## src/rtl/hi_iso14443a_core.sv

```systemverilog
// hi_iso14443a_core: ISO14443A HF front end - SSP framing to the ARM, ADC pause/subcarrier demodulation, reader/tag modulation.
// Define HI14A_TAGMOD2_EN to build the frame-delayed TAGSIM_MOD2 path for mode 101; otherwise 101 acts as TAGSIM_LISTEN.
module hi_iso14443a_core #(
    parameter logic [7:0] HYST_HI     = 8'd160,
    parameter logic [7:0] HYST_LO     = 8'd32,
    parameter logic [3:0] PAUSE_MIN   = 4'd2,
    parameter logic [7:0] SUBC_THRESH = 8'd24
) (
    input  logic       ck_1356meg,
    input  logic       rst_n,
    input  logic       ck_1356megb,
    input  logic       pck0,
    input  logic [7:0] adc_d,
    output logic       adc_clk,
    input  logic [2:0] mod_type,
    input  logic       ssp_dout,
    output logic       ssp_din,
    output logic       ssp_clk,
    output logic       ssp_frame,
    output logic       pwr_hi,
    output logic       pwr_lo,
    output logic       pwr_oe1,
    output logic       pwr_oe2,
    output logic       pwr_oe3,
    output logic       pwr_oe4,
    input  logic       cross_hi,
    input  logic       cross_lo,
    output logic       dbg
);
    localparam logic [2:0] SNIFFER       = 3'b000;
    localparam logic [2:0] TAGSIM_LISTEN = 3'b001;
    localparam logic [2:0] TAGSIM_MOD    = 3'b010;
    localparam logic [2:0] READER_LISTEN = 3'b011;
    localparam logic [2:0] READER_MOD    = 3'b100;
    localparam logic [2:0] TAGSIM_MOD2   = 3'b101;

    logic [3:0] div, div_n, pcnt, pcnt_n, pk, pk_n;
    logic [2:0] bcnt, bcnt_n;
    logic [7:0] mn, mx, mn_n, mx_n;
    logic       fld, tx_bit, tx_n, slot_end, frame_end, is_tag, is_rdr, slot_bit, oe4_n;
    logic       unused_in;

    always_comb begin
        div_n     = div + 4'd1;
        slot_end  = div == 4'd15;
        frame_end = slot_end && bcnt == 3'd7;
        bcnt_n    = slot_end ? bcnt + 3'd1 : bcnt;
        tx_n      = div == 4'd8 ? ssp_dout : tx_bit;
        pcnt_n    = fld ? 4'd0 : (pcnt == 4'd15 ? pcnt : pcnt + 4'd1);
        pk_n      = pcnt_n > pk ? pcnt_n : pk;
        mn_n      = adc_d < mn ? adc_d : mn;
        mx_n      = adc_d > mx ? adc_d : mx;
        is_tag    = mod_type == TAGSIM_LISTEN || mod_type == TAGSIM_MOD || mod_type == TAGSIM_MOD2;
        is_rdr    = mod_type == SNIFFER || mod_type == READER_LISTEN || mod_type == READER_MOD;
        // Decision includes the current sample, so it covers all 16 clocks of the closing slot.
        slot_bit  = is_tag ? pk_n >= PAUSE_MIN : is_rdr && (mx_n - mn_n) >= SUBC_THRESH;
    end

`ifdef HI14A_TAGMOD2_EN
    logic [7:0] rxbuf, txbuf, txbuf_n;

    assign txbuf_n = frame_end ? rxbuf : txbuf;
    // Active-low replay: a 0 received in slot k modulates slot k of the following frame.
    assign oe4_n   = div_n[3] & ((mod_type == TAGSIM_MOD) ? tx_n : (mod_type == TAGSIM_MOD2) & ~txbuf_n[bcnt_n]);

    always_ff @(posedge ck_1356meg or negedge rst_n) begin
        if (!rst_n) begin
            rxbuf <= '0;
            txbuf <= '1;
        end else begin
            if (div == 4'd8) rxbuf <= {ssp_dout, rxbuf[7:1]};
            txbuf <= txbuf_n;
        end
    end
`else
    assign oe4_n = div_n[3] & (mod_type == TAGSIM_MOD) & tx_n;
`endif

    always_ff @(posedge ck_1356meg or negedge rst_n) begin
        if (!rst_n) begin
            div       <= '0;
            bcnt      <= '0;
            ssp_clk   <= 1'b0;
            ssp_frame <= 1'b0;
            ssp_din   <= 1'b0;
            fld       <= 1'b1;
            tx_bit    <= 1'b0;
            pwr_oe4   <= 1'b0;
            pcnt      <= '0;
            pk        <= '0;
            mn        <= '1;
            mx        <= '0;
        end else begin
            div       <= div_n;
            bcnt      <= bcnt_n;
            ssp_clk   <= div_n[3];
            ssp_frame <= bcnt_n == 3'd0;
            tx_bit    <= tx_n;
            pwr_oe4   <= oe4_n;
            if (adc_d >= HYST_HI) fld <= 1'b1;
            else if (adc_d <= HYST_LO) fld <= 1'b0;
            if (slot_end) begin
                ssp_din <= slot_bit;
                pcnt    <= '0;
                pk      <= '0;
                mn      <= '1;
                mx      <= '0;
            end else begin
                pcnt <= pcnt_n;
                pk   <= pk_n;
                mn   <= mn_n;
                mx   <= mx_n;
            end
        end
    end

    assign pwr_hi    = ck_1356megb & ((mod_type == READER_LISTEN) | ((mod_type == READER_MOD) & ~tx_bit));
    assign pwr_lo    = 1'b0;
    assign pwr_oe1   = 1'b0;
    assign pwr_oe2   = 1'b0;
    assign pwr_oe3   = 1'b0;
    assign adc_clk   = ck_1356meg;
    assign dbg       = fld;
    assign unused_in = ^{pck0, cross_hi, cross_lo};
endmodule

```

## config.mk

```make
export PLATFORM = sky130hd
export DESIGN_NAME = hi_iso14443a_core
export DESIGN_NICKNAME = d
export VERILOG_FILES = /design/src/rtl/hi_iso14443a_core.sv
export SDC_FILE = /design/constraint.sdc
export NUM_CORES = 1
export LEC_CHECK = 0
export BUFFER_PORTS_ARGS = -buffer_cell sky130_fd_sc_hd__buf_2
export CAP_MARGIN = 20
export CORE_UTILIZATION = 45
export CTS_CLUSTER_SIZE = 30
export DETAILED_ROUTE_END_ITERATION = 12
export SLEW_MARGIN = 20
export SYNTH_ARGS = -nofsm -noshare
export SYNTH_HDL_FRONTEND = slang
export SYNTH_SLANG_ARGS = --single-unit
```

## constraint.sdc

```tcl
create_clock -name ck_1356meg -period 7.3 [get_ports ck_1356meg]
set_clock_uncertainty 0.1 [all_clocks]
set_input_delay 0.365 -clock ck_1356meg [delete_from_list [all_inputs] [get_ports ck_1356meg]]
set_output_delay 0.365 -clock ck_1356meg [all_outputs]
set_load 0.02 [all_outputs]
```

[Word level (Yosys, flattened, before mapping)]
Index checks and enable logic that the tools add are counted.
Storage, ports and cells
  flip-flop bits (word level): 37
  input bits: 18
  output and inout port bits: 11
  word-level logic and storage cells: 59
Cells by class
  add/subtract/negate cells: 4
  magnitude comparators: 7
  eq/ne operators: 8
  muxes and demuxes: 14
  bitwise gates (word level): 6
  reduce and logical (&&, ||, !) cells: 8
Operators with widths (number)
  two-way mux 8 bit: 4
  two-way mux 4 bit: 5
  equality test 4 bit (second input constant): 3
  adder 4 x 1 -> 4 bit (second input constant): 2
  >= comparator 8 x 5 -> 1 bit (second input constant): 1
  >= comparator 8 bit (second input constant): 1
  greater-than comparator 8 bit: 1
  <= comparator 8 x 6 -> 1 bit (second input constant): 1
  < comparator 8 bit: 1
  subtractor 8 bit: 1
  equality test 3 x 2 -> 1 bit (second input constant): 2
  equality test 3 bit (second input constant): 2
  zero test 3 bit: 2
  AND 1 bit: 4
  >= comparator 4 x 2 -> 1 bit (second input constant): 1
  greater-than comparator 4 bit: 1
  logical OR 1 bit: 4
  two-way mux 1 bit: 4
  adder 3 x 1 -> 3 bit (second input constant): 1
  equality test 3 x 1 -> 1 bit (second input constant): 1
  two-way mux 3 bit: 1
  nonzero test 2 bit: 1
  logical AND 1 bit: 1
  NOT 1 bit: 1
  OR 1 bit: 1

[Depth between registers and ports, before layout]
Gate-level depths: netlist (run 1).
  depth after elaboration: 7
  depth in mapped cells: 17
  depth with buffers taken out: 17

==> impl_metrics.prom, run 1 <==
# TYPE chip_impl_metric gauge
chip_impl_metric{name="synthAdderAreaFrac",unit="%"} 15.6
chip_impl_metric{name="synth-edff-count",unit=""} 0
chip_impl_metric{name="setup_viol",unit=""} 0
chip_impl_metric{name="timing.reg2reg.setup_slack",unit="ps"} 3000
chip_impl_info{name="r2r-end",value="ssp_din"} 1
chip_impl_info{name="reg2reg_from",value="mn[2]"} 1
chip_impl_metric{name="route.final.wire_length",unit="um"} 4860
chip_impl_metric{name="reg2reg_depth",unit=""} 15
chip_impl_metric{name="max_slew.worst_pin.slew",unit="ps"} 810
chip_impl_metric{name="io_buffer_count",unit=""} 21
chip_impl_metric{name="syn_to_final_growth",unit="%"} 11.6
chip_impl_metric{name="hpwl",unit="um"} 3620
chip_impl_metric{name="final_layout_size_suffix_gt1_share",unit="%"} 19.7
chip_impl_metric{name="ys.warnings.count",unit=""} 0
chip_impl_metric{name="grt_start_max_net_pins",unit=""} 37
chip_impl_metric{name="synthesis.instances",unit=""} 278
chip_impl_metric{name="synth_simple_gate_area_share",unit="%"} 20.2
chip_impl_metric{name="ant_nets",unit=""} 0
chip_impl_info{name="setup.worst_path.end_class",value="output pin"} 1
chip_impl_metric{name="postSynthAreaPerCell",unit="um2"} 9.10
chip_impl_metric{name="clk_transition_reported_paths",unit="ps"} 80
chip_impl_metric{name="initial_core_util",unit="%"} 48.0
chip_impl_metric{name="drt_drc_violations_left",unit=""} 0
chip_impl_metric{name="gp_congestion",unit=""} 0.736
chip_impl_metric{name="num-nets-final",unit=""} 353
chip_impl_metric{name="grt_first_pass_wirelength",unit="um"} 8690
chip_impl_metric{name="hold-path-cell-count",unit=""} 2
chip_impl_info{name="cts_tree",value="done"} 1
chip_impl_metric{name="design.portCount",unit=""} 29
chip_impl_metric{name="leakagePower",unit="nW"} 1.35
chip_impl_metric{name="yosys.area_share.xor_xnor",unit="%"} 2.08
chip_impl_metric{name="detail_route.iter0.violations",unit=""} 57
chip_impl_metric{name="cp.arrival",unit="ps"} 4020
chip_impl_metric{name="post_dp_cell_area",unit="um2"} 2680
chip_impl_info{name="synth_largest_area_cell",value="sky130_fd_sc_hd__dfrtp_1"} 1
chip_impl_info{name="ys.flop_type",value="sky130_fd_sc_hd__dfrtp_1"} 1
chip_impl_info{name="rsz0062_at_grt",value="false"} 1
chip_impl_metric{name="post_cts_setup_inserts",unit=""} 0
chip_impl_metric{name="grt_pass1_vias",unit=""} 1936
chip_impl_metric{name="drt-pass1-iter-count",unit=""} 4
chip_impl_metric{name="vdd_drop_max",unit="uV"} 184
chip_impl_metric{name="synth_sequential_area_ratio",unit="%"} 36.0
chip_impl_metric{name="track_usage",unit="%"} 18.8
chip_impl_info{name="worstHoldPathType",value="in -> reg"} 1
chip_impl_info{name="critPathLaunch",value="ck_1356meg"} 1
chip_impl_info{name="path_class",value="clk -> out"} 1
chip_impl_metric{name="non_filler_cell_area_final",unit="um2"} 2830
chip_impl_metric{name="portion_of_synthesized_cell_area_occupied_by_the_leading_cell_type",unit="%"} 26.7
chip_impl_metric{name="clk-insertion-delay-late",unit="ps"} 400
chip_impl_metric{name="post_synthesis_compound_gate_area_fraction",unit="%"} 15.3
chip_impl_metric{name="via_count",unit=""} 1918
chip_impl_metric{name="die_h",unit="um"} 77
chip_impl_metric{name="asyncSetResetFlopFracSynth",unit="%"} 100
chip_impl_info{name="min_from",value="ssp_dout"} 1
chip_impl_info{name="synth_top_family_by_area",value="simple AND/OR/NAND/NOR gates"} 1
chip_impl_metric{name="critical_path.max_fanout",unit=""} 2
chip_impl_metric{name="core",unit="um2"} 5270
chip_impl_metric{name="synth_area",unit="um2"} 2530
chip_impl_info{name="synth_top_cells_by_area",value="sky130_fd_sc_hd__dfrtp_1 27%, sky130_fd_sc_hd__ha_1 15%, sky130_fd_sc_hd__dfstp_2 9.3%, sky130_fd_sc_hd__nor2_1 4.4%, sky130_fd_sc_hd__a21oi_1 4.3%"} 1
chip_impl_metric{name="ff_latch_count_synth",unit=""} 36
chip_impl_info{name="status",value="complete, no violations"} 1
chip_impl_metric{name="power-per-cell-area",unit="nW/um2"} 210
chip_impl_metric{name="design.die.area",unit="um2"} 5930
chip_impl_metric{name="yosys.cell_types.count",unit=""} 55
chip_impl_metric{name="routedWlPerCell",unit="um"} 12.9
chip_impl_metric{name="maxCapViolCount",unit=""} 0
chip_impl_metric{name="fin_hold_ws",unit="ps"} 122
chip_impl_metric{name="n_antenna_cell",unit=""} 0
chip_impl_metric{name="timing.final.max_slew_violations",unit=""} 0
chip_impl_metric{name="pre_cts_setup_slack",unit="ps"} 2960
chip_impl_metric{name="grt-ovfl-total",unit=""} 0
chip_impl_metric{name="cts_hold_buf",unit=""} 1
chip_impl_metric{name="avgViaCountPerCell",unit=""} 5.11
chip_impl_metric{name="setup-tns-final",unit="ps"} 0
chip_impl_info{name="synth.top_cells.by_count",value="30 x sky130_fd_sc_hd__ha_1, 30 x sky130_fd_sc_hd__nor2_1, 27 x sky130_fd_sc_hd__dfrtp_1, 25 x sky130_fd_sc_hd__inv_1, 22 x sky130_fd_sc_hd__a21oi_1"} 1
chip_impl_info{name="critPathLaunchType",value="clock port"} 1
chip_impl_metric{name="worst_slack",unit="ps"} 2810
chip_impl_metric{name="rel_slew_slack",unit="%"} 46.0
chip_impl_metric{name="num_rows",unit=""} 26
chip_impl_metric{name="die_width",unit="um"} 77
chip_impl_info{name="holdPathEnd",value="tx_bit"} 1
chip_impl_metric{name="worstPathRequired",unit="ps"} 6840
chip_impl_metric{name="final_hold_viols",unit=""} 0
chip_impl_metric{name="antenna_found_initial",unit=""} 0
chip_impl_metric{name="number_of_instances_resized_during_post_cts_repair",unit=""} 0
chip_impl_metric{name="synthMuxAreaShare",unit="%"} 4.75
-- critical path, cell delays in order --
cell	delay [ps]
sky130_fd_sc_hd__clkbuf_8	110
sky130_fd_sc_hd__clkbuf_8	120
sky130_fd_sc_hd__buf_2	150
-- worst max-delay path by stage --
stage	endpoint	slack (ps)	depth (start not counted)
6_report	adc_clk	2810	3
5_1_grt	ssp_din	2740	15
4_1_cts	adc_clk	2800	3
3_5_place_dp	ssp_din	2960	15
3_3_place_gp	ssp_din	3000	15
2_1_floorplan	adc_clk	3050	1
-- metrics by stage --
step                      utilization, %  std cells  total power, mW
final                               53.6        375            0.593
after global routing                53.6        375            0.636
after CTS                           53.6        375            0.599
after detailed placement            50.9        363            0.406
after global placement              50.9        363            0.402
after floorplan                        -        281            0.369
-- flip-flops by register name, summed over array words and instances, names as in the netlist --
register / flops
bcnt: 3
pwr_oe4: 1
mx: 8
div: 4
ssp_frame: 1
pcnt: 4
pk: 4
tx_bit: 1
mn: 8
ssp_din: 1
dbg: 1
-- logic make-up (layout without fill, tap and decap cells) --
group	after synthesis	after routing
xor gates and xnor gates	6	6
other	1	4
buffers and inverters	34	58
adders and majority gates	31	31
DFF	36	36
muxes	11	11
and+or+nand+nor	100	100
AOI/OAI and AO/OA	59	59
-- where the power goes --
part           internal, mW  switching, mW  leakage (nW)
Combinational        0.0716         0.0984         0.842
Sequential            0.213        0.00599         0.440
Clock                 0.106         0.0978        0.0659
Total                 0.391          0.202          1.35
-- metal layers --
metal / routed length [um] / GRT usage, % / vias to the layer above
met5: 0 / 0 / -
met4: 86 / 8.87 / 0
met3: 111 / 3.57 / 9
met2: 2150 / 28.7 / 24
met1: 2510 / 25.6 / 878
li1: - / - / 1007
-- cells in the final DEF (no fill, tap or decap), types with 5 or more instances in the layout --
| master | instances |
|---|---|
| sky130_fd_sc_hd__nor2_1 | 30 |
| sky130_fd_sc_hd__ha_1 | 30 |
| sky130_fd_sc_hd__dfrtp_1 | 27 |
| sky130_fd_sc_hd__inv_1 | 25 |
| sky130_fd_sc_hd__a21oi_1 | 22 |
| sky130_fd_sc_hd__buf_2 | 21 |
| sky130_fd_sc_hd__nand2_1 | 20 |
| sky130_fd_sc_hd__nor3_1 | 9 |
| sky130_fd_sc_hd__dfstp_2 | 9 |
| sky130_fd_sc_hd__mux2_2 | 8 |
| sky130_fd_sc_hd__o21ai_0 | 8 |
| sky130_fd_sc_hd__clkbuf_8 | 8 |
| sky130_fd_sc_hd__and2_1 | 7 |
| sky130_fd_sc_hd__nor2b_1 | 6 |
| sky130_fd_sc_hd__nand2b_1 | 5 |
-- cell type report --
cell class | count | area, um2
fillers | 535 | 2440
inverters | 25 | 93.8
repair buffers | 21 | 110
clock inverters | 3 | 23.8
well taps | 70 | 87.6
clock buffers | 9 | 115
flip-flops and latches | 36 | 912
multi-input cells | 211 | 1480
Power figures use the tool's default switching activity.
==> run 2: changes to the inputs <==
ABC_AREA = 1   (was not set)
PLACE_DENSITY = 0.66   (was not set)
clock period = 3.8 ns   (was 7.3 ns; I/O delays follow)
==> run 2 against run 1 <==
Synthesized cell count increased by 18%. Via count increased by 7.1%. Flip-flop and latch count unchanged. Die area increased by 0.48%. Setup slack got worse by 2300 ps. Global-route usage increased by 0.18 points. Sequential power increased by 95%. Largest cell class unchanged.
==> impl_metrics.prom, run 2 <==
# TYPE chip_impl_metric gauge
chip_impl_metric{name="power.total",unit="mW"} 1.26
chip_impl_info{name="path_class",value="reg -> reg"} 1
chip_impl_metric{name="ff_latch_count_synth",unit=""} 36
chip_impl_metric{name="timing.final.crit_share",unit="%"} 87.7
chip_impl_metric{name="clk-insertion-delay-late",unit="ps"} 390
chip_impl_metric{name="n_antenna_cell",unit=""} 0
chip_impl_metric{name="asyncSetResetFlopFracSynth",unit="%"} 100
chip_impl_metric{name="critical_path.max_fanout",unit=""} 16
chip_impl_metric{name="hold-path-cell-count",unit=""} 3
chip_impl_info{name="synth_largest_area_cell",value="sky130_fd_sc_hd__dfrtp_1"} 1
chip_impl_metric{name="clock.fmax",unit="MHz"} 300
chip_impl_metric{name="post_dp_cell_area",unit="um2"} 2680
chip_impl_metric{name="synthesis.instances",unit=""} 327
chip_impl_metric{name="design.portCount",unit=""} 29
chip_impl_metric{name="yosys.cell_types.count",unit=""} 38
chip_impl_info{name="min_from",value="adc_d[3]"} 1
chip_impl_metric{name="postSynthAreaPerCell",unit="um2"} 7.78
chip_impl_metric{name="power.share.switching",unit="%"} 32.3
chip_impl_metric{name="synth_simple_gate_area_share",unit="%"} 23.8
chip_impl_info{name="ys.flop_type",value="sky130_fd_sc_hd__dfrtp_1"} 1
chip_impl_metric{name="routedWlPerCell",unit="um"} 11.3
chip_impl_metric{name="p_seq_share",unit="%"} 33.8
chip_impl_metric{name="setup_viol",unit=""} 0
chip_impl_info{name="setup.worst_path.end_class",value="flop"} 1
chip_impl_metric{name="hpwl",unit="um"} 3710
chip_impl_metric{name="p_switching",unit="mW"} 0.407
chip_impl_metric{name="rel_slew_slack",unit="%"} 46.7
chip_impl_metric{name="synth_area",unit="um2"} 2540
chip_impl_metric{name="post_cts_setup_inserts",unit=""} 0
chip_impl_metric{name="combPwrFrac",unit="%"} 28.8
chip_impl_metric{name="max_slew.worst_pin.slew",unit="ps"} 799
chip_impl_metric{name="synthMuxAreaShare",unit="%"} 0
chip_impl_metric{name="power_share_of_the_clock_group",unit="%"} 37.4
chip_impl_metric{name="grt-ovfl-total",unit=""} 0
chip_impl_info{name="r2r-end",value="ssp_din"} 1
chip_impl_info{name="status",value="complete, no violations"} 1
chip_impl_metric{name="gp_congestion",unit=""} 0.790
chip_impl_metric{name="timing.reg2reg.setup_slack",unit="ps"} 470
chip_impl_metric{name="num_rows",unit=""} 27
chip_impl_metric{name="grt_pass1_vias",unit=""} 2065
chip_impl_info{name="synth_top_cells_by_area",value="sky130_fd_sc_hd__dfrtp_1 27%, sky130_fd_sc_hd__ha_1 15%, sky130_fd_sc_hd__nand2_1 9.7%, sky130_fd_sc_hd__dfstp_2 9.3%, sky130_fd_sc_hd__inv_1 7.1%"} 1
chip_impl_metric{name="period_minus_slack",unit="ps"} 3330
chip_impl_metric{name="grt_first_pass_wirelength",unit="um"} 8830
chip_impl_metric{name="io_buffer_count",unit=""} 21
chip_impl_metric{name="timing.final.max_slew_violations",unit=""} 0
chip_impl_metric{name="die_width",unit="um"} 77.2
chip_impl_metric{name="synth-edff-count",unit=""} 0
chip_impl_metric{name="initial_core_util",unit="%"} 46.5
chip_impl_metric{name="power-per-cell-area",unit="nW/um2"} 438
chip_impl_metric{name="clk_transition_reported_paths",unit="ps"} 70
chip_impl_metric{name="synthAdderAreaFrac",unit="%"} 15.5
chip_impl_metric{name="maxCapViolCount",unit=""} 0
chip_impl_metric{name="final_hold_viols",unit=""} 0
chip_impl_metric{name="grt_start_max_net_pins",unit=""} 37
chip_impl_metric{name="design.die.area",unit="um2"} 5960
chip_impl_metric{name="via_count",unit=""} 2054
chip_impl_info{name="holdPathEnd",value="mn[3]"} 1
chip_impl_info{name="mostFrequentLayoutCell",value="sky130_fd_sc_hd__nand2_1"} 1
chip_impl_metric{name="detail_route.iter0.violations",unit=""} 104
chip_impl_metric{name="die_h",unit="um"} 77.2
chip_impl_info{name="layout.cells.most_common_list",value="66 x sky130_fd_sc_hd__nand2_1, 48 x sky130_fd_sc_hd__inv_1, 31 x sky130_fd_sc_hd__nor2_1"} 1
chip_impl_metric{name="route.final.wire_length",unit="um"} 4840
chip_impl_info{name="synth_top_family_by_area",value="simple AND/OR/NAND/NOR gates"} 1
chip_impl_metric{name="vdd_drop_max",unit="uV"} 266
chip_impl_metric{name="ant_nets",unit=""} 0
chip_impl_metric{name="reg2reg_depth",unit=""} 20
chip_impl_metric{name="track_usage",unit="%"} 19.0
chip_impl_metric{name="p_int",unit="mW"} 0.854
chip_impl_metric{name="ys.warnings.count",unit=""} 0
chip_impl_metric{name="synth_sequential_area_ratio",unit="%"} 35.9
chip_impl_info{name="biggest_registers_after_layout",value="mn: 8 flops, mx: 8 flops"} 1
chip_impl_info{name="synth.top_cells.by_count",value="66 x sky130_fd_sc_hd__nand2_1, 48 x sky130_fd_sc_hd__inv_1, 31 x sky130_fd_sc_hd__nor2_1, 30 x sky130_fd_sc_hd__ha_1, 27 x sky130_fd_sc_hd__dfrtp_1"} 1
chip_impl_info{name="cts_tree",value="done"} 1
chip_impl_info{name="critPathLaunchType",value="flop"} 1
chip_impl_info{name="worstHoldPathType",value="in -> reg"} 1
chip_impl_metric{name="syn_to_final_growth",unit="%"} 13.2
chip_impl_metric{name="drt-pass1-iter-count",unit=""} 4
chip_impl_info{name="rsz0062_at_grt",value="false"} 1
chip_impl_metric{name="core",unit="um2"} 5470
chip_impl_metric{name="worstPathRequired",unit="ps"} 3980
chip_impl_metric{name="num-nets-final",unit=""} 403
chip_impl_metric{name="drt_drc_violations_left",unit=""} 0
chip_impl_metric{name="leakagePower",unit="nW"} 1.59
chip_impl_metric{name="post_synthesis_compound_gate_area_fraction",unit="%"} 11.9
chip_impl_metric{name="antenna_found_initial",unit=""} 0
chip_impl_info{name="reg2reg_from",value="mn[7]"} 1
chip_impl_metric{name="setup-tns-final",unit="ps"} 0
chip_impl_metric{name="avgViaCountPerCell",unit=""} 4.81
chip_impl_metric{name="placed_cells_incl_taps",unit=""} 413
chip_impl_metric{name="portion_of_synthesized_cell_area_occupied_by_the_leading_cell_type",unit="%"} 26.6
chip_impl_metric{name="yosys.area_share.xor_xnor",unit="%"} 1.72
chip_impl_info{name="synth.most_common_cell",value="sky130_fd_sc_hd__nand2_1"} 1
chip_impl_metric{name="finish.cell_count_without_fillers",unit=""} 427
chip_impl_metric{name="final_layout_size_suffix_gt1_share",unit="%"} 20.3
chip_impl_metric{name="cp.arrival",unit="ps"} 3510
chip_impl_metric{name="non_filler_cell_area_final",unit="um2"} 2880
## run 2: cells by family (layout without fill, tap and decap cells)
logic type               after synthesis  in the layout
buffers and inverters                 67             92
other                                  1              4
AND/OR/NAND/NOR                      135            135
adder cells (fa/ha/maj)               31             31
XOR/XNOR                               5              5
AO/OA/AOI/OAI                         52             52
flip-flops                            36             36
## run 2: how the worst max path moves through the flow
stage	startpoint	cells past startpoint	end
2_1_floorplan	mn[7]	20	ssp_din
3_3_place_gp	mn[7]	20	ssp_din
3_5_place_dp	mn[7]	20	ssp_din
4_1_cts	mn[7]	20	ssp_din
5_1_grt	adc_d[7]	23	ssp_din
6_report	mn[7]	20	ssp_din
## run 2: cell type report
cell class                      count  area [um2]
Multi-Input combinational cell    227        1360
Sequential cell                    36         912
Clock buffer                       11         143
Fill cell                         562        2590
Tap cell                           72        90.1
Timing Repair Buffer               23         130
Clock inverter                      1        30.0
Inverter                           57         214
## run 2: metrics by stage
stage	setup WS (ps)	utilization, %	hold WS (ps)
after floorplan	778	-	-206
final	467	52.6	22.4
after global placement	502	49.0	224
after CTS	446	52.6	6.11
after global routing	141	52.6	14.3
after detailed placement	471	49.0	223
## run 2: power by group through the flow
stage | combinational (mW) | sequential [mW] | clock (mW)
after floorplan | 0.278 | 0.438 | 0.0307
after global placement | 0.352 | 0.432 | 0.0246
after detailed placement | 0.361 | 0.433 | 0.0246
after CTS | 0.366 | 0.426 | 0.487
after global routing | 0.423 | 0.428 | 0.502
final | 0.363 | 0.426 | 0.472
## run 2: repair_timing
item,CTS,global route
hold buffers,3,0
gates resized for setup,0,0
endpoints found under the hold margin,29,0
## run 2: critical path, stage by stage, from the launching register on
cell,delay (ps)
sky130_fd_sc_hd__dfstp_2,540
sky130_fd_sc_hd__inv_1,60
sky130_fd_sc_hd__ha_1,290
sky130_fd_sc_hd__a21oi_1,140
sky130_fd_sc_hd__o21a_1,220
sky130_fd_sc_hd__nand2_4,150
sky130_fd_sc_hd__nand2_1,80
sky130_fd_sc_hd__o21ai_0,90
sky130_fd_sc_hd__ha_1,230
sky130_fd_sc_hd__fa_1,390
sky130_fd_sc_hd__nand3b_1,160
sky130_fd_sc_hd__nand2_1,90
sky130_fd_sc_hd__nand2_1,70
sky130_fd_sc_hd__a21oi_1,160
sky130_fd_sc_hd__nor2_1,50
sky130_fd_sc_hd__nand2_1,50
sky130_fd_sc_hd__nand2_1,50
sky130_fd_sc_hd__nor2_1,100
sky130_fd_sc_hd__nand3_1,80
sky130_fd_sc_hd__nand2_1,70
sky130_fd_sc_hd__a21oi_2,50
## run 2: routing by layer
layer  wire, um  GRT usage (%)  vias up
met4         78           8.68        0
met3        227           4.29        6
met1       2310           23.6      930
met2       2220           31.2       38
li1           -              -     1080
met5          0              0        -
